`src/rtl/resp_capture_misr_if.sv`:
```
// -----------------------------------------------------------------------------
// resp_capture_misr_if
// Purpose : groups the response-sample input and the raw-sample readout
//           handshake of resp_capture_misr into one bundle.
// Signals :
//   resp_in    - DUT response sample (RESP_W bits)
//   resp_valid - resp_in is valid this cycle
//   out_data   - FIFO head sample (RESP_W bits)
//   out_valid  - FIFO non-empty
//   out_ready  - consumer accepts out_data
// Handshake : a readout transfer happens on every rising clock edge where
//   out_valid && out_ready are both high; out_valid never depends on
//   out_ready, and out_data is stable while out_valid is high and no
//   transfer has occurred. resp_valid has no back-pressure: every sample
//   presented with resp_valid=1 is taken or deliberately ignored.
// Modports : slave  - the capture block (consumes resp_*, drives out_data/valid)
//            master - the environment (drives resp_*, consumes readout)
// -----------------------------------------------------------------------------
interface resp_capture_misr_if #(
    parameter int RESP_W = 2
);
    logic [RESP_W-1:0] resp_in;
    logic              resp_valid;
    logic [RESP_W-1:0] out_data;
    logic              out_valid;
    logic              out_ready;

    modport slave (
        input  resp_in,
        input  resp_valid,
        input  out_ready,
        output out_data,
        output out_valid
    );

    modport master (
        output resp_in,
        output resp_valid,
        output out_ready,
        input  out_data,
        input  out_valid
    );
endinterface

```
`src/rtl/resp_capture_misr.sv`:
```
// -----------------------------------------------------------------------------
// resp_capture_misr
// Purpose : captures one DUT response sample per applied vector, compacts each
//           sample into a multiple-input signature register (MISR) and buffers
//           the raw samples in a FIFO that drains over a valid/ready port.
// Ports   :
//   clk        - clock, everything on posedge
//   rst        - synchronous active-high reset
//   start      - pulse, begins a new capture run (ignored while capturing)
//   bus        - resp_capture_misr_if.slave: resp_in/resp_valid in,
//                out_data/out_valid/out_ready readout
//   signature  - current MISR value
//   count      - samples captured this run (saturates at VEC_LEN)
//   busy       - FSM in CAPTURE
//   done       - FSM in DONE
//   overflow   - sticky: a sample missed the FIFO because it was full
//   fsm_state  - raw FSM state (0 IDLE, 1 CAPTURE, 2 DONE) for observation
//   pass       - only with RESP_GOLDEN_CHECK_EN: done && signature==GOLDEN_SIG
// Optional feature macro : RESP_GOLDEN_CHECK_EN (adds GOLDEN_SIG and pass).
// -----------------------------------------------------------------------------
module resp_capture_misr #(
    parameter int               RESP_W  = 2,
    parameter int               VEC_LEN = 16,
    parameter int               DEPTH   = 16,
    parameter int               SIG_W   = 16,
    parameter logic [SIG_W-1:0] POLY    = 16'h1021,
    parameter logic [SIG_W-1:0] SEED    = 16'h0000
`ifdef RESP_GOLDEN_CHECK_EN
    ,
    parameter logic [SIG_W-1:0] GOLDEN_SIG = 16'h0000
`endif
) (
    input  logic                           clk,
    input  logic                           rst,
    input  logic                           start,
    resp_capture_misr_if.slave             bus,
    output logic [SIG_W-1:0]               signature,
    output logic [$clog2(VEC_LEN+1)-1:0]   count,
    output logic                           busy,
    output logic                           done,
    output logic                           overflow,
    output logic [1:0]                     fsm_state
`ifdef RESP_GOLDEN_CHECK_EN
    ,
    output logic                           pass
`endif
);
    localparam int CNT_W = $clog2(VEC_LEN + 1);
    localparam int AW    = $clog2(DEPTH);

    typedef enum logic [1:0] {
        S_IDLE    = 2'd0,
        S_CAPTURE = 2'd1,
        S_DONE    = 2'd2
    } state_t;

    state_t            state_q;
    logic [RESP_W-1:0] mem [DEPTH];
    logic [AW-1:0]     rd_ptr;
    logic [AW-1:0]     wr_ptr;
    logic [AW:0]       fill;
    logic [RESP_W-1:0] head_q;
    logic              ovf_q;

    logic              start_ok;
    logic              take;
    logic              pop;
    logic              full;
    logic              push;
    logic [SIG_W-1:0]  sig_next;
    logic [CNT_W-1:0]  count_next;
    logic [AW-1:0]     rd_next;
    logic [AW:0]       fill_next;
    logic [RESP_W-1:0] head_next;

    always_comb begin
        start_ok   = start && (state_q != S_CAPTURE);
        take       = (state_q == S_CAPTURE) && bus.resp_valid;
        pop        = (fill != '0) && bus.out_ready;
        full       = (fill == (AW+1)'(DEPTH));
        // A pop in the same cycle frees the slot the push needs.
        push       = take && (!full || pop);
        sig_next   = (signature << 1)
                   ^ (signature[SIG_W-1] ? POLY : '0)
                   ^ SIG_W'(bus.resp_in);
        count_next = (count == CNT_W'(VEC_LEN)) ? count : count + 1'b1;
        rd_next    = pop ? rd_ptr + 1'b1 : rd_ptr;
        fill_next  = fill + {{AW{1'b0}}, push} - {{AW{1'b0}}, pop};
        // out_data is a register, so precompute the head after this edge.
        // If the FIFO is empty after the pop, the sample being pushed becomes
        // the head and must bypass the memory.
        head_next  = '0;
        if (fill_next != '0) begin
            if (push && (wr_ptr == rd_next)) begin
                head_next = bus.resp_in;
            end else begin
                head_next = mem[rd_next];
            end
        end
    end

    // Storage has no reset; validity is tracked by the pointers and fill.
    always_ff @(posedge clk) begin
        if (!rst && push) begin
            mem[wr_ptr] <= bus.resp_in;
        end
    end

    always_ff @(posedge clk) begin
        if (rst) begin
            state_q   <= S_IDLE;
            signature <= SEED;
            count     <= '0;
            rd_ptr    <= '0;
            wr_ptr    <= '0;
            fill      <= '0;
            head_q    <= '0;
            ovf_q     <= 1'b0;
`ifdef RESP_GOLDEN_CHECK_EN
            pass      <= 1'b0;
`endif
        end else begin
            case (state_q)
                S_IDLE: begin
                    if (start) state_q <= S_CAPTURE;
                end
                S_CAPTURE: begin
                    if (take && (count_next == CNT_W'(VEC_LEN))) state_q <= S_DONE;
                end
                S_DONE: begin
                    if (start) state_q <= S_CAPTURE;
                end
                default: state_q <= S_IDLE;
            endcase

            if (start_ok) begin
                // New run: the flush wins over any pop requested this cycle.
                signature <= SEED;
                count     <= '0;
                rd_ptr    <= '0;
                wr_ptr    <= '0;
                fill      <= '0;
                head_q    <= '0;
                ovf_q     <= 1'b0;
`ifdef RESP_GOLDEN_CHECK_EN
                pass      <= 1'b0;
`endif
            end else begin
                if (take) begin
                    signature <= sig_next;
                    count     <= count_next;
`ifdef RESP_GOLDEN_CHECK_EN
                    // Set together with the move to DONE; signature then holds.
                    pass      <= (count_next == CNT_W'(VEC_LEN)) && (sig_next == GOLDEN_SIG);
`endif
                end
                if (push) begin
                    wr_ptr <= wr_ptr + 1'b1;
                end
                if (take && !push) begin
                    ovf_q <= 1'b1;
                end
                rd_ptr <= rd_next;
                fill   <= fill_next;
                head_q <= head_next;
            end
        end
    end

    assign bus.out_data  = head_q;
    assign bus.out_valid = (fill != '0);
    assign busy          = (state_q == S_CAPTURE);
    assign done          = (state_q == S_DONE);
    assign overflow      = ovf_q;
    assign fsm_state     = state_q;

endmodule

```
`src/flat_wrapper.sv`:
```
// flat-port wrapper written by rule: the top's interface ports become plain ports
module resp_capture_misr_flat 
#(
    parameter int               RESP_W  = 2,
    parameter int               VEC_LEN = 16,
    parameter int               DEPTH   = 16,
    parameter int               SIG_W   = 16,
    parameter logic [SIG_W-1:0] POLY    = 16'h1021,
    parameter logic [SIG_W-1:0] SEED    = 16'h0000

)
  (clk, rst, start, signature, count, busy, done, overflow, fsm_state, bus_resp_in, bus_resp_valid, bus_out_ready, bus_out_data, bus_out_valid);
  resp_capture_misr_if #(.RESP_W(RESP_W)) bus_i ();
  input  logic clk;
  input  logic rst;
  input  logic start;
  output logic [SIG_W-1:0] signature;
  output logic [$clog2(VEC_LEN+1)-1:0] count;
  output logic busy;
  output logic done;
  output logic overflow;
  output logic [1:0] fsm_state;
  input wire logic [$bits(bus_i.resp_in)-1:0] bus_resp_in;
  input wire logic [$bits(bus_i.resp_valid)-1:0] bus_resp_valid;
  input wire logic [$bits(bus_i.out_ready)-1:0] bus_out_ready;
  output wire logic [$bits(bus_i.out_data)-1:0] bus_out_data;
  output wire logic [$bits(bus_i.out_valid)-1:0] bus_out_valid;
  assign bus_i.resp_in = bus_resp_in;
  assign bus_i.resp_valid = bus_resp_valid;
  assign bus_i.out_ready = bus_out_ready;
  assign bus_out_data = bus_i.out_data;
  assign bus_out_valid = bus_i.out_valid;
  resp_capture_misr #(.RESP_W(RESP_W), .VEC_LEN(VEC_LEN), .DEPTH(DEPTH), .SIG_W(SIG_W), .POLY(POLY), .SEED(SEED)) u_core (.clk(clk), .rst(rst), .start(start), .bus(bus_i), .signature(signature), .count(count), .busy(busy), .done(done), .overflow(overflow), .fsm_state(fsm_state));
endmodule
```
`config.mk`:
```
export PLATFORM = sky130hd
export DESIGN_NAME = resp_capture_misr_flat
export DESIGN_NICKNAME = d
export VERILOG_FILES = /design/src/rtl/resp_capture_misr_if.sv /design/src/rtl/resp_capture_misr.sv /design/src/flat_wrapper.sv
export SDC_FILE = /design/constraint.sdc
export NUM_CORES = 1
export LEC_CHECK = 0
export CORE_ASPECT_RATIO = 0.7
export CORE_MARGIN = 5
export CORE_UTILIZATION = 45
export DETAILED_ROUTE_END_ITERATION = 16
export PLACE_DENSITY_LB_ADDON = 0.15
export RECOVER_POWER = 100
export SETUP_SLACK_MARGIN = 0.02
export SLEW_MARGIN = 10
export SYNTH_ARGS = -nofsm -noshare
export SYNTH_HDL_FRONTEND = slang
export SYNTH_SLANG_ARGS = --single-unit
```
`constraint.sdc`:
```
create_clock -name clk -period 3.9 [get_ports clk]
set_input_delay 0.78 -clock clk [delete_from_list [all_inputs] [get_ports clk]]
set_output_delay 0.78 -clock clk [all_outputs]
set_load 0.1 [all_outputs]
```
==> impl_metrics.env <==
export IMPL_worstMarginPinSlew_ps=1677
export IMPL_die_y_um=87.45
export IMPL_cts_setup_buffers=0
export IMPL_cpMostUsedCell="ha_1"
export IMPL_grt_pass1_vias=2640
export IMPL_ys_ff_latch=71
export IMPL_period_needed_ps=3492
export IMPL_swShare=0.3361
export IMPL_antennaDiodeCount=0
export IMPL_nFillCells=746
export IMPL_crit_path_end_kind="register"
export IMPL_die_x_um=120.6
export IMPL_wire_per_inst_um=17.72
export IMPL_power_frac_seq=0.318
export IMPL_drc_errors=0
export IMPL_yosys_warnings=0
export IMPL_arrival_ps=3710
export IMPL_setup_viol=0
export IMPL_root_buffer="clkbuf_16"
export IMPL_hold_end="u_core.signature[4]"
export IMPL_fin_ws_ps=407.8
export IMPL_internal_power_uw=1761
export IMPL_switchingPower_uw=891.5
export IMPL_pre_cts_slack_ps=196.6
export IMPL_cts_buffers=9
export IMPL_worstSetupStartpointType="register"
export IMPL_p_leak_uw=0.001625
export IMPL_path_cells="inv_1, ha_1, nor4b_4, inv_2, nand2_4, inv_2, ha_1, inv_1, ha_1, fa_1, a21oi_1, o21bai_1, xnor2_1, a31oi_1, and2_0, a22o_1"
export IMPL_slew_headroom=-0.1204
export IMPL_seqCellArea_mm2=0.001742
export IMPL_r2r_end="u_core.bus.out_data[1]"
export IMPL_p_per_area_mw_per_mm2=586.2
export IMPL_maxSlewViolCount=23
export IMPL_grt_start_max_net_pins=26
export IMPL_cts_sinks=71
export IMPL_hold_slack_ps=469.1
export IMPL_maxCapViolations=1
export IMPL_cp_required_ps=4120
export IMPL_cts_hold_buf=0
export IMPL_ys_flop_type="dfxtp_1"
export IMPL_nets=398
export IMPL_first_iter_violations=251
export IMPL_track_usage=0.1776
export IMPL_slowest_stage="fa_1"
export IMPL_skew_ps=7.026
export IMPL_die_area_mm2=0.01055
export IMPL_worstSetupPathType="reg -> reg"
export IMPL_synth_edff_count=32
export IMPL_synth_area_mm2=0.003856
export IMPL_via_count=2734
export IMPL_place_hpwl_um=6220
export IMPL_hold_path_class="reg -> reg"
export IMPL_combPwrFrac=0.333
export IMPL_htree_levels=3
export IMPL_rsz0062_at_grt="false"
export IMPL_status="finished, violations left"
export IMPL_cp_top_family="adder cells"
export IMPL_ys_seq_area_frac=0.4517
export IMPL_cts_tree="yes"
export IMPL_io_buffers=35
export IMPL_rows=28
export IMPL_power_share_clock=0.349
export IMPL_r2r_start="u_core.fill[2]"
export IMPL_antenna_found_initial=0
export IMPL_num_io_pins=36
export IMPL_cts_path_max_buffers=2
export IMPL_synth_nets=377
export IMPL_max_freq_mhz=286.4
export IMPL_hold_path_cell_count=2
export IMPL_finalSetupTns_ps=0
export IMPL_failed_checks="capacitance limit, slew limit"
export IMPL_cts_resized=0
export IMPL_grt_overflow=0
export IMPL_path_max_fanout=9
export IMPL_start_util=0.4586
export IMPL_syn_inst=356
export IMPL_min_delay_start="u_core.signature[3]"
export IMPL_synth_area_per_cell_um2=10.83
export IMPL_core_area_mm2=0.008408
export IMPL_r2r_setup_slack_ps=410
export IMPL_async_flop_share=0
export IMPL_crit_buf_inv=4
export IMPL_ant_nets=0
export IMPL_min_period_over_period=0.8954
export IMPL_clk_pin_slew_ps=60
export IMPL_hold_viol=0
export IMPL_totalWireLength_um=8631
export IMPL_multi_input_area_mm2=0.001874
export IMPL_vias_per_cell=5.614
export IMPL_critPathMaxStageDelay_ps=430
export IMPL_synth_cell_types=52
export IMPL_drive_above_1_share=0.1230
export IMPL_clock_latency_ps=340
export IMPL_grt_pass1_wl_um=14090
export IMPL_reg2reg_depth=16
export IMPL_gp_congestion=0.8422
export IMPL_area_growth_syn_to_layout_pct=17.36
export IMPL_utilization=0.5382
export IMPL_peakVddDrop_mv=0.2185
export IMPL_first_pass_iters=5
-- power by group through the flow --
stage               Clock (µW)  Sequential, µW  Combinational (µW)
floorplan                    0             919                 652
global placement             0             858                 869
detailed placement           0             861                 885
CTS                        947             845                 889
global route               982             849                 958
finish                     926             844                 882
-- how the worst max path moves through the flow --
stage / from / to / slack [ps] / cells after the start
2_1_floorplan: u_core.fsm_state[0] / u_core.fsm_state[0] / 270 / 6
3_3_place_gp: bus_out_ready / u_core.bus.out_data[1] / 280 / 13
3_5_place_dp: bus_out_ready / u_core.bus.out_data[1] / 200 / 13
4_1_cts: u_core.fill[2] / u_core.bus.out_data[1] / 440 / 16
5_1_grt: u_core.fill[2] / u_core.bus.out_data[1] / 180 / 16
6_report: u_core.fill[2] / u_core.bus.out_data[1] / 410 / 16
-- stage by stage --
stage	instances	cell area [µm²]	power [µW]
3_3_place_gp	471	4200	1727
6_report	487	4526	2653
5_1_grt	487	4526	2788
2_1_floorplan	356	3856	1571
3_5_place_dp	471	4200	1745
4_1_cts	487	4537	2681
-- Yosys cell counts (2+ instances only) --
master,instances,area (µm²)
a311oi_1,3,26.28
nand2b_1,4,25.02
a21o_1,2,15.01
ha_1,13,162.7
nor2_1,35,131.4
xor2_1,5,43.79
nand3_1,7,35.03
nand2_1,42,157.7
or3_1,2,12.51
inv_1,14,52.55
clkbuf_1,10,37.54
o21ai_0,4,20.02
a32oi_1,2,17.52
buf_4,13,97.59
inv_2,3,11.26
a31oi_1,2,12.51
o21bai_1,2,15.01
a22o_1,2,17.52
nor4_1,6,37.54
dfxtp_1,39,780.8
mux2i_1,7,70.07
buf_2,6,30.03
and3_1,3,18.77
nor3_1,4,20.02
a21oi_1,25,125.1
xnor2_1,16,140.1
edfxtp_1,32,960.9
nor2b_1,4,25.02
nand3b_1,2,15.01
a211oi_1,6,45.04
mux4_2,20,450.4
-- sequential cells by signal, indices dropped and copies added, names as in the netlist --
signal / flops
u_core.mem: 32
u_core.overflow: 1
u_core.rd_ptr: 4
u_core.fsm_state: 2
u_core.count: 5
u_core.bus.out_data: 2
u_core.wr_ptr: 4
u_core.signature: 16
u_core.fill: 5
-- kinds of logic (layout without fill, tap and decap cells) --
logic type,count (synthesis),after routing,synth area share
AO/OA/AOI/OAI,56,56,0.09669
XOR/XNOR,22,22,0.05353
adder cells (fa/ha/maj),14,14,0.04737
buffers and inverters,47,73,0.06230
flip-flops,71,71,0.4517
multiplexers,29,29,0.1408
AND/OR/NAND/NOR,117,117,0.1476
-- placed cells by master, fill, tap and decap left out, drive strengths merged, types with 3 or more instances in the layout --
master        n
xnor2        16
nand3         7
inv          18
mux2i         7
nor2         35
clkbuf       12
buf           4
ha           13
dfxtp        39
o21ai         5
mux4         20
a211oi        6
a311oi        4
edfxtp       32
and3          3
nor2b         4
bufinv        3
a21oi        25
nand2b        4
dlygate4sd3  32
xor2          5
nand2        43
nor3          4
nor4          6
-- worst register-to-register path: cells and delay by family, from the launching register on --
| kind | cells | cell delay (ps) |
|---|---|---|
| adder cells (fa/ha/maj) | 4 | 1070 |
| flip-flops | 1 | 320 |
| buffers and inverters | 4 | 380 |
| AO/OA/AOI/OAI | 4 | 620 |
| AND/OR/NAND/NOR | 3 | 700 |
| XOR/XNOR | 1 | 300 |
-- layout make-up --
type	instances	area share
multi-input combinational	238	0.4142
inverter	17	0.01410
clock inverter	6	0.02378
clock buffer	10	0.05059
sequential	71	0.3848
timing repair buffer	40	0.08349
tap	105	0.02903
-- routing by layer --
metal | global-route usage | up-vias | share of wire
met2 | 0.2377 | 95 | 0.41
met4 | 0.05247 | 0 | 0.011
li1 | - | 1317 | -
met5 | 0 | - | 0
met3 | 0.07792 | 8 | 0.078
met1 | 0.2574 | 1314 | 0.50
(Power assumes the default switching activity.)
==> patch 1 (config.mk and constraints unchanged) <==
`DEPTH` is set to 16 in 2 places; all go to 8.
--- a/src/rtl/resp_capture_misr.sv
+++ b/src/rtl/resp_capture_misr.sv
@@ -22,5 +22,5 @@
     parameter int               RESP_W  = 2,
     parameter int               VEC_LEN = 16,
-    parameter int               DEPTH   = 16,
+    parameter int               DEPTH   = 8,
     parameter int               SIG_W   = 16,
     parameter logic [SIG_W-1:0] POLY    = 16'h1021,
--- a/src/flat_wrapper.sv
+++ b/src/flat_wrapper.sv
@@ -4,5 +4,5 @@
     parameter int               RESP_W  = 2,
     parameter int               VEC_LEN = 16,
-    parameter int               DEPTH   = 16,
+    parameter int               DEPTH   = 8,
     parameter int               SIG_W   = 16,
     parameter logic [SIG_W-1:0] POLY    = 16'h1021,
Formal check against the unedited RTL: no difference found for any inputs over 10 cycles, from zero or initial values and one cycle with rst high; that may be too few to reach the edited logic, so the function may still have changed.
==> patch 1 against the original RTL <==
Setup slack better by 130 ps; routed wire length down 37%; worst hold slack better by 4.6 ps; sequential cell count down 19; design area down 32%; highest routed layer unchanged; area after synthesis down 29%; count of clock-buffer cells in the layout down 4; sequential share of layout area up 0.73 points; critical path depth down 4; total power down 46%.
==> patch 1: results (changes against the original RTL) <==
metric,value,unit,change
signal_buffers,38,,-5.0%
syn_nets,292,,-23%
drt-met1-wl,2.97,mm,-32%
drtPass1Iterations,4,,-1
dpl.hpwl,3.99,mm,-36%
largest_registers,"u_core.mem x16, u_core.signature x16, u_core.count x5",,
crit_fanout,20,,+11
synth_edf_count,16,,-50%
status,completed,,
row_count,23,,-18%
hp-start,u_core.signature[13]$_SDFFE_PP0P_,,
grt_max_degree,29,,+12%
clkbuf_count,6,,-4
ys_seq_area_share,44.1,%,-1.0 points
final_util,53.0,%,-0.87 points
synth-adder-area-share,4.87,%,+0.13 points
yosysUniqueCellTypes,46,,-12%
first_global_vias,1721,,-35%
insertion_delay,300,ps,-40 ps
clkCellAreaFrac,3.02,%,-4.4 points
drtIter0Drc,92,,-63%
layout-drive-gt1-share,7.17,%,-5.1 points
seq_share,39.2,%,+0.73 points
skew,8.23,ps,+1.20 ps
vdd_drop_max,0.178,mV,-19%
yosysTopAreaCellShare,26.5,%,+1.6 points
max-slew-margin-rel,14.9,%,+27 points
muxShareOfSynthArea,9.60,%,-4.5 points
placed_area,2990,µm²,-29%
path_clk_slew,90,ps,+30 ps
root_buffer,clkbuf_8,,
grt_usage,14.9,%,-2.8 points
p_leak,1.11,nW,-32%
use_met3,3.61,%,-4.2 points
grt_pass1_wl,8.85,mm,-37%
==> patch 1: changes by cell type after synthesis, sizes merged, moves of 3 or more <==
cell    before  now
and3         3    0
buf         20   15
dfxtp       39   36
edfxtp      32   16
ha          13    9
inv         17   11
mux2i        7   19
mux4        20    1
nand2       43   35
nand3        7    4
nor2        35   22
nor4         6    3
xnor2       16   13
==> patch 1: worst paths after layout <==
| kind | slack [ps] | cells past startpoint | end |
|---|---|---|---|
| max | 540 | 12 | u_core.bus.out_data[1]$_SDFF_PP0_ |
| min | 470 | 2 | u_core.signature[14]$_SDFFE_PP0P_ |
| max reg2reg | 850 | 13 | u_core.bus.out_data[1]$_SDFF_PP0_ |
| min reg2reg | 470 | 2 | u_core.signature[14]$_SDFFE_PP0P_ |
==> patch 1: report_power, final <==
part	internal [W]	leakage (nW)	switching, W
sequential	0.000582	0.435	0.0000244
combinational	0.000171	0.621	0.000328
clock	0.000142	0.0510	0.000176
total	0.000895	1.11	0.000528
==> patch 1: cell families (layout without fill, tap and decap cells) <==
kind of cell    count (synthesis)  count (layout)
xor+xnor                       17              17
buf+inv                        39              57
flops                          52              52
compound gates                 43              43
mux                            24              24
simple gates                   90              90
fa+ha+maj                      10              10
==> patch 1: stage by stage <==
step                total power (W)  setup slack (ps)  instances
floorplan                   0.00106               359        275
global placement            0.00113               580        360
detailed placement          0.00113               552        360
CTS                         0.00145               825        368
global route                0.00150               306        368
finish                      0.00142               538        368
==> patch 1: critical path: stages <==
cell	delay [ps]
dlygate4sd3_1	550
nand3b_1	90
clkbuf_1	640
a31oi_1	90
buf_4	200
ha_1	210
a21o_1	160
a21oi_1	170
xnor2_1	130
nor2_1	70
nor4_1	380
nor2_1	90
==> patch 2 (same flow settings) <==
Made on the original files. Compare `count` against `CNT_W'(VEC_LEN)` with >= in place of ==.
--- a/src/rtl/resp_capture_misr.sv
+++ b/src/rtl/resp_capture_misr.sv
@@ -84,5 +84,5 @@
                    ^ (signature[SIG_W-1] ? POLY : '0)
                    ^ SIG_W'(bus.resp_in);
-        count_next = (count == CNT_W'(VEC_LEN)) ? count : count + 1'b1;
+        count_next = (count >= CNT_W'(VEC_LEN)) ? count : count + 1'b1;
         rd_next    = pop ? rd_ptr + 1'b1 : rd_ptr;
         fill_next  = fill + {{AW{1'b0}}, push} - {{AW{1'b0}}, pop};
Formal check against the unedited RTL: same outputs for any inputs over 10 cycles, from zero or initial values and one cycle with rst high; that may be too few to reach the edited logic, so the function may still have changed.
==> patch 2 against the original RTL <==
Clock skew is 0.63 ps higher; die area about the same; global-route usage is 0.47 points higher; routed wire length increased by 0.23%; design area is 0.11% lower; critical path type unchanged; total power increased by 0.24%; critical path depth stayed put; synthesized cell count up 0.84%; sequential cell count is the same; setup slack gained 98 ps; area after synthesis about the same.
==> patch 2: results (changes against the original RTL) <==
metric,value,unit,change
muxShareOfSynthArea,14.0,%,-0.084 points
grt_usage,18.2,%,+0.47 points
grt_pass1_wl,14.7,mm,+4.2%
synth_xor_area_share,5.36,%,about the same
holdPathEnd,u_core.signature[14]$_SDFFE_PP0P_,,
powerSeq,0.000841,W,about the same
drtIter0Drc,180,,-28%
hp-start,u_core.signature[13]$_SDFFE_PP0P_,,
p_sw,0.000883,W,-0.95%
finalNetCount,403,,+1.3%
synth-adder-area-share,4.74,%,about the same
r2r-end,u_core.bus.out_data[0]$_SDFF_PP0_,,
ys_seq_area_share,45.2,%,about the same
combPwrFrac,33.0,%,-0.3 points
netlist_top_cells_count,"47 x nor2_1, 39 x dfxtp_1, 39 x nand2_1, 32 x edfxtp_1, 23 x a21oi_1",,
syn_nets,380,,+0.80%
synth_area_per_cell,10.7,µm²,-0.93%
ff2ff_setup_slack,510,ps,+100 ps
final-instance-count-excl-fill,492,,+1.0%
yosysUniqueCellTypes,54,,+3.8%
synth_area_leaders,"edfxtp_1 25%, dfxtp_1 20%, mux4_2 8.8%",,
skew,7.66,ps,+0.635 ps
dpl.hpwl,6.25,mm,+0.41%
synth_compound_area_share,9.91,%,+0.24 points
placed_cells,476,,+1.1%
p_leak,1.61,nW,-0.94%
pwr-share-seq,31.6,%,-0.2 points
arrival,3620,ps,-90 ps
tightest_slew,1230,ps,-445 ps
status,completed,,
routed_wl,8.65,mm,+0.23%
layout-drive-gt1-share,10.9,%,-1.5 points
vdd_drop_max,0.339,mV,+55%
whs,467,ps,-2.25 ps
drtPass1Iterations,4,,-1
fmax,295,MHz,+2.9%
[patch 2: cell types whose count changed after synthesis, sizes merged, moves of 3 or more]
cell	delta
and3	-3
buf	-3
mux2i	+3
nand2	-3
nand3	-4
nor2	+12
o31ai	+3
[patch 2: area by class of cell]
type	count	area share (%)
clock buffer	10	5.07
clock inverter	6	2.57
inverter	19	1.63
multi-input combinational	241	41.0
sequential	71	38.5
tap	105	2.91
timing repair buffer	40	8.28
[patch 2: kinds of logic (layout without fill, tap and decap cells)]
kind of cell	Yosys count	after routing
AO/OA/AOI/OAI	56	56
XOR/XNOR	22	22
adder cells (fa/ha/maj)	14	14
buffers and inverters	47	75
flip-flops	71	71
multiplexers	30	30
AND/OR/NAND/NOR	119	119
[patch 2: per-layer routing]
| layer | track usage [%] | part of all wire, % |
|---|---|---|
| met4 | 3.91 | 0.37 |
| met5 | 0 | 0 |
| met3 | 6.04 | 5.5 |
| met1 | 27.7 | 53 |
| met2 | 25.0 | 41 |
